<file path="src/rtl/sdfm_pkg.sv">
// -----------------------------------------------------------------------------
// sdfm_pkg
// Shared definitions for the sigma-delta filter channel:
//   - filter order encodings
//   - default integrator/comb and output widths
//   - helper functions: saturation detection and settling event count
// -----------------------------------------------------------------------------
package sdfm_pkg;

    localparam int ACC_W_DEF = 32;
    localparam int OUT_W_DEF = 16;

    typedef enum logic [1:0] {
        ORDER_SINC1  = 2'd0,
        ORDER_SINC2  = 2'd1,
        ORDER_SINC3  = 2'd2,
        ORDER_SINC3B = 2'd3   // alias, behaves as sinc3
    } order_e;

    // True when val does not fit in out_w unsigned bits, i.e. the output
    // must be clamped to all ones. Values are passed zero-extended to 64 bits,
    // so ACC_W must stay below 64.
    function automatic logic sat_overflow(input logic [63:0] val, input int unsigned out_w);
        return ((val >> out_w) != 64'd0);
    endfunction

    // Number of decimation events whose comb output is not yet valid:
    // one per comb stage in use.
    function automatic logic [1:0] settle_events(input logic [1:0] ord);
        logic [1:0] n;
        case (ord)
            ORDER_SINC1: n = 2'd1;
            ORDER_SINC2: n = 2'd2;
            ORDER_SINC3: n = 2'd3;
            default:     n = 2'd3;
        endcase
        return n;
    endfunction

endpackage

</file>
<file path="src/rtl/sinc_comb_stage.sv">
// -----------------------------------------------------------------------------
// sinc_comb_stage
// One comb section of the decimator: y = x - delay, and on each decimation
// event the delay register captures x.
// Ports:
//   i_clk   clock
//   i_rst   synchronous active-high reset
//   i_en    filter enable, 0 clears the delay register
//   i_load  decimation event, delay <= x
//   i_x     stage input
//   o_y     stage output (combinational difference)
// -----------------------------------------------------------------------------
module sinc_comb_stage #(
    parameter int W = 32
) (
    input  logic         i_clk,
    input  logic         i_rst,
    input  logic         i_en,
    input  logic         i_load,
    input  logic [W-1:0] i_x,
    output logic [W-1:0] o_y
);

    logic [W-1:0] r_delay;

    // Delay register: cleared on reset/disable, loaded on decimation events.
    always_ff @(posedge i_clk) begin
        if (i_rst) begin
            r_delay <= '0;
        end else if (!i_en) begin
            r_delay <= '0;
        end else if (i_load) begin
            r_delay <= i_x;
        end else begin
            r_delay <= r_delay;
        end
    end

    // Modulo subtraction recovers the integrator wrap-around.
    assign o_y = i_x - r_delay;

endmodule

</file>
<file path="src/rtl/sinc_filter.sv">
// -----------------------------------------------------------------------------
// sinc_filter
// Programmable sinc1/sinc2/sinc3 decimation filter for one sigma-delta channel.
// Integrators run on every modulator bit strobe (ce), combs on decimation
// events (ce & osr_signal). Output is shifted, saturated and offered with a
// ready/ack handshake.
// Ports:
//   clk_in      clock, all logic on rising edge
//   SYSRST      synchronous active-high reset
//   en          enable; 0 clears filter state (data_out holds)
//   ce          modulator bit strobe
//   bit_in      modulator bit
//   osr_signal  decimation strobe, qualified by ce
//   order       0=sinc1, 1=sinc2, 2/3=sinc3
//   shift       logical right shift of the raw comb result
//   data_ack    consumer read pulse, clears data_ready
//   data_out    filtered sample (registered)
//   data_ready  sample pending until acknowledged
//   overrun     sticky: sample overwritten while still pending
// -----------------------------------------------------------------------------
module sinc_filter
    import sdfm_pkg::*;
#(
    parameter int ACC_W = ACC_W_DEF,
    parameter int OUT_W = OUT_W_DEF
) (
    input  logic             clk_in,
    input  logic             SYSRST,
    input  logic             en,
    input  logic             ce,
    input  logic             bit_in,
    input  logic             osr_signal,
    input  logic [1:0]       order,
    input  logic [4:0]       shift,
    input  logic             data_ack,
    output logic [OUT_W-1:0] data_out,
    output logic             data_ready,
    output logic             overrun
);

    logic [ACC_W-1:0] r_i1, r_i2, r_i3;
    logic [ACC_W-1:0] w_i1_nxt, w_i2_nxt, w_i3_nxt;
    logic [ACC_W-1:0] w_tap, w_c1, w_c2, w_c3, w_raw, w_res;
    logic [1:0]       r_settle;
    logic             w_event, w_new_sample, w_sat;
    logic [OUT_W-1:0] w_sample;
    logic [OUT_W-1:0] r_data_out;
    logic             r_data_ready, r_overrun;

    assign w_event = en & ce & osr_signal;

    // Each integrator adds the pre-edge value of the previous stage.
    assign w_i1_nxt = r_i1 + {{(ACC_W-1){1'b0}}, bit_in};
    assign w_i2_nxt = r_i2 + r_i1;
    assign w_i3_nxt = r_i3 + r_i2;

    // Integrator chain, advancing once per modulator bit.
    always_ff @(posedge clk_in) begin
        if (SYSRST || !en) begin
            r_i1 <= '0;
            r_i2 <= '0;
            r_i3 <= '0;
        end else if (ce) begin
            r_i1 <= w_i1_nxt;
            r_i2 <= w_i2_nxt;
            r_i3 <= w_i3_nxt;
        end else begin
            r_i1 <= r_i1;
            r_i2 <= r_i2;
            r_i3 <= r_i3;
        end
    end

    // Tap uses the post-update integrator so the decimating sample includes
    // the current bit.
    always_comb begin
        w_tap = w_i3_nxt;
        case (order)
            ORDER_SINC1: w_tap = w_i1_nxt;
            ORDER_SINC2: w_tap = w_i2_nxt;
            ORDER_SINC3: w_tap = w_i3_nxt;
            default:     w_tap = w_i3_nxt;
        endcase
    end

    // All three stages always load, so the unused ones stay harmless.
    sinc_comb_stage #(.W(ACC_W)) u_comb1 (
        .i_clk (clk_in), .i_rst (SYSRST), .i_en (en), .i_load (w_event),
        .i_x   (w_tap),  .o_y   (w_c1)
    );
    sinc_comb_stage #(.W(ACC_W)) u_comb2 (
        .i_clk (clk_in), .i_rst (SYSRST), .i_en (en), .i_load (w_event),
        .i_x   (w_c1),   .o_y   (w_c2)
    );
    sinc_comb_stage #(.W(ACC_W)) u_comb3 (
        .i_clk (clk_in), .i_rst (SYSRST), .i_en (en), .i_load (w_event),
        .i_x   (w_c2),   .o_y   (w_c3)
    );

    // Raw comb result selection by filter order.
    always_comb begin
        w_raw = w_c3;
        case (order)
            ORDER_SINC1: w_raw = w_c1;
            ORDER_SINC2: w_raw = w_c2;
            ORDER_SINC3: w_raw = w_c3;
            default:     w_raw = w_c3;
        endcase
    end

    assign w_res    = w_raw >> shift;
    assign w_sat    = sat_overflow({{(64-ACC_W){1'b0}}, w_res}, OUT_W);
    assign w_sample = w_sat ? {OUT_W{1'b1}} : w_res[OUT_W-1:0];

    // Settle counter: saturating count of decimation events since restart.
    always_ff @(posedge clk_in) begin
        if (SYSRST || !en) begin
            r_settle <= 2'd0;
        end else if (w_event && (r_settle != 2'd3)) begin
            r_settle <= r_settle + 2'd1;
        end else begin
            r_settle <= r_settle;
        end
    end

    assign w_new_sample = w_event && (r_settle >= settle_events(order));

    // Output register and handshake; a new sample beats a coincident ack.
    always_ff @(posedge clk_in) begin
        if (SYSRST) begin
            r_data_out   <= '0;
            r_data_ready <= 1'b0;
            r_overrun    <= 1'b0;
        end else if (!en) begin
            r_data_out   <= r_data_out;
            r_data_ready <= 1'b0;
            r_overrun    <= 1'b0;
        end else if (w_new_sample) begin
            r_data_out   <= w_sample;
            r_data_ready <= 1'b1;
            r_overrun    <= r_overrun | (r_data_ready & ~data_ack);
        end else if (data_ack) begin
            r_data_out   <= r_data_out;
            r_data_ready <= 1'b0;
            r_overrun    <= r_overrun;
        end else begin
            r_data_out   <= r_data_out;
            r_data_ready <= r_data_ready;
            r_overrun    <= r_overrun;
        end
    end

    assign data_out   = r_data_out;
    assign data_ready = r_data_ready;
    assign overrun    = r_overrun;

endmodule

</file>
<file path="config.mk">
export PLATFORM = sky130hd
export DESIGN_NAME = sinc_filter
export DESIGN_NICKNAME = d
export VERILOG_FILES = /design/src/rtl/sdfm_pkg.sv /design/src/rtl/sinc_comb_stage.sv /design/src/rtl/sinc_filter.sv
export SDC_FILE = /design/constraint.sdc
export NUM_CORES = 1
export LEC_CHECK = 0
export CORE_MARGIN = 2
export CORE_UTILIZATION = 50
export DETAILED_ROUTE_END_ITERATION = 16
export HOLD_SLACK_MARGIN = 0.03
export PLACE_DENSITY_LB_ADDON = 0.05
export SYNTH_ARGS = -nofsm -noshare
export SYNTH_HDL_FRONTEND = slang
export SYNTH_SLANG_ARGS = --single-unit
</file>
<file path="constraint.sdc">
create_clock -name clk_in -period 15.6 [get_ports clk_in]
set_clock_uncertainty 0.05 [all_clocks]
set_input_delay 1.56 -clock clk_in [delete_from_list [all_inputs] [get_ports clk_in]]
set_output_delay 1.56 -clock clk_in [all_outputs]
set_load 0.01 [all_outputs]
</file>
==> results.sh <==
export IMPL_outcome="complete, no violations"
export IMPL_final_cells=3182
export IMPL_drive_above_1_share_pct=5.947
export IMPL_power_frac_comb_pct=54.6
export IMPL_synth_edf_count=0
export IMPL_core_area_um2=39640
export IMPL_pin_count=32
export IMPL_num_fill_cells=3894
export IMPL_maxCapViolCount=0
export IMPL_ant_nets=0
export IMPL_cts_setup_buffers=0
export IMPL_power_internal_uw=1507
export IMPL_cts_buffers=28
export IMPL_synth_most_common_cell="nor2_1"
export IMPL_path_class="reg2reg"
export IMPL_synthAdderAreaFrac_pct=10.51
export IMPL_firstDrtPassIters=5
export IMPL_yosysUniqueCellTypes=104
export IMPL_yosys_warnings=0
export IMPL_reg2reg_from="r_i1[0]"
export IMPL_powerDensity_nw_per_um2=124.2
export IMPL_p_leak_uw=0.008797
export IMPL_drt_initial_drc_count=1506
export IMPL_gp_congestion=0.9343
export IMPL_cts_root_buf="clkbuf_16"
export IMPL_pwr_share_seq_pct=20.8
export IMPL_worstSkewPairLatency_ps=560
export IMPL_synthDominantCellAreaShare_pct=21.21
export IMPL_grt_overflow=0
export IMPL_synth_mux_area_share_pct=6.360
export IMPL_grt_pass1_vias=17950
export IMPL_path_clk_slew_ps=50
export IMPL_yosysTopAreaCell="dfxtp_1"
export IMPL_worstPathMaxFanout=15
export IMPL_end_kind="flop"
export IMPL_dieWidth_um=204.0
export IMPL_clock_sinks=212
export IMPL_p_clk_share_pct=24.6
export IMPL_ys_seq_elements=212
export IMPL_synth_xor_area_share_pct=7.899
export IMPL_h_tree_depth=1
export IMPL_die_h_um=204.0
export IMPL_hold_class="reg2reg"
export IMPL_floorplan_initialDensity_pct=50.47
export IMPL_synth_top_family_by_area="compound AO/OA/AOI/OAI gates"
export IMPL_final_hold_violation_count=0
export IMPL_slew_viol_final=0
export IMPL_slowest_delay_ps=540
export IMPL_fin_crit_sh_pct=76.71
export IMPL_place_detailed_hpwl_um=45310
export IMPL_ys_top_cells_by_count="nor2_1 (311), nand2_1 (302), a21oi_1 (254), dfxtp_1 (212), ha_1 (160)"
export IMPL_wire_per_inst_um=19.03
export IMPL_ys_seq_area_share_pct=21.21
export IMPL_required_ps=15940
export IMPL_slew_limit_headroom_pct=33.29
export IMPL_routed_via_density=6.039
export IMPL_clock_path_buffers=3
export IMPL_diodes=0
export IMPL_critPathSlowestCell="nor2_2"
export IMPL_fmax_mhz=83.57
export IMPL_synth_area_leaders="dfxtp_1 (21%), ha_1 (10%), a21oi_1 (6.4%)"
export IMPL_synth_compound_area_share_pct=28.12
export IMPL_hold_buffers=0
export IMPL_drc=0
export IMPL_routed_wl_um=60540
export IMPL_final_nets=2815
export IMPL_crit_arrival_ps=12300
export IMPL_final_util_pct=54.37
export IMPL_yosys_area_share_simple_pct=20.62
export IMPL_critPathMostFrequentCell="ha_1"
export IMPL_finalSetupViolations=0
export IMPL_grt_usage_pct=28.63
export IMPL_post_place_ws_ps=3263
export IMPL_avgSynthCellArea_um2=7.440
export IMPL_min_from="u_comb1.r_delay[6]"
export IMPL_via_count=19220
export IMPL_postSynth_asyncResetShare_pct=0
export IMPL_synthFlopType="dfxtp_1"
export IMPL_min_period_ps=11970
export IMPL_placementRows=73
export IMPL_swShare_pct=43.73
export IMPL_tightest_slew_ps=1001
export IMPL_cts_tree="done"
export IMPL_portBuffers=31
export IMPL_start_kind="flop"
export IMPL_die_area_um2=41630
export IMPL_grt_pass1_wl_um=96970
export IMPL_power_switching_uw=1171
export IMPL_synth_area_um2=20010
export IMPL_worst_slack_ps=3634
export IMPL_synth_fp_nets=2868
export IMPL_areaGrowthSynthToFinish_pct=7.730
export IMPL_cts_resized=0
export IMPL_place_inst=3131
export IMPL_antenna_found_initial=0
export IMPL_synth_cells=2689
export IMPL_ir_drop_v=0.00008213
export IMPL_grt_start_max_net_pins=90
export IMPL_worstSetupStartpoint="r_i1[0]"
export IMPL_setup_tns_ps=0
export IMPL_rsz0062_at_grt="false"
state kept, by name (all words and copies together), names as in the netlist:
signal           cells
data_out            16
data_ready           1
overrun              1
r_i1                32
r_i2                32
r_i3                32
r_settle             2
u_comb1.r_delay     32
u_comb2.r_delay     32
u_comb3.r_delay     32
final cells by class:
class	instances	area (µm²)	area share (%)
Clock buffer	45	885.9	4.110
Clock inverter	6	61.31	0.2845
Inverter	144	540.5	2.508
Multi-Input combinational cell	2200	14720	68.30
Sequential cell	212	4244	19.69
Tap cell	525	656.9	3.048
Timing Repair Buffer	50	442.9	2.055
layer usage:
metal / track usage (%) / routed length, µm / vias to the layer above / part of all wire, %
met2: 47.29 / 27400 / 484 / 45
li1: - / - / 9589 / -
met4: 9.317 / 1810 / 0 / 3.0
met3: 2.439 / 2870 / 107 / 4.7
met1: 39.40 / 28460 / 9036 / 47
met5: 0 / 0 / - / 0
path summary, 6_finish.rpt:
path | end | slack [ps] | cells past startpoint
worst min register to register | u_comb1.r_delay[6] | 400 | 2
worst max register to register | data_out[0] | 3630 | 42
worst min-delay path | u_comb1.r_delay[6] | 400 | 2
worst max-delay path | data_out[0] | 3630 | 42
metrics by stage:
| stage | cell area (µm²) | hold WS [ps] | total power (µW) |
|---|---|---|---|
| 4_1_cts | 21550 | 404.5 | 2666 |
| 2_1_floorplan | 20010 | 386.3 | 1665 |
| 3_3_place_gp | 20610 | 391.1 | 1991 |
| 6_report | 21550 | 402.9 | 2678 |
| 5_1_grt | 21550 | 422.3 | 2852 |
| 3_5_place_dp | 20610 | 396.9 | 1997 |
critical path, delay by kind of cell (launching register included):
kind	cells	cell delay, ps
and+or+nand+nor	10	2140
xor gates and xnor gates	3	930
DFF	1	350
muxes	2	480
adders and majority gates	5	1940
AOI/OAI and AO/OA	22	5910
cells by family after synthesis:
group,Yosys count
flip-flops,212
buffers and inverters,277
adder cells (fa/ha/maj),165
XOR/XNOR,177
multiplexers,118
AND/OR/NAND/NOR,911
AO/OA/AOI/OAI,829
power groups by stage:
stage / combinational [µW] / sequential (µW) / clock (µW)
3_5_place_dp: 1430 / 569 / 0
6_report: 1460 / 557 / 659
2_1_floorplan: 1100 / 568 / 0
3_3_place_gp: 1420 / 569 / 0
5_1_grt: 1600 / 558 / 695
4_1_cts: 1440 / 557 / 673
cell usage in the layout (no fill, tap or decap), drive strengths merged, types with 80 or more instances in the layout:
master,netlist,layout
nor2,312,312
mux2i,90,90
dfxtp,212,212
xor2,80,80
a21oi,257,257
nand2,302,302
xnor2,97,97
o21ai,123,123
inv,141,141
ha,160,160
No activity file was read; power rests on OpenSTA's default activity.
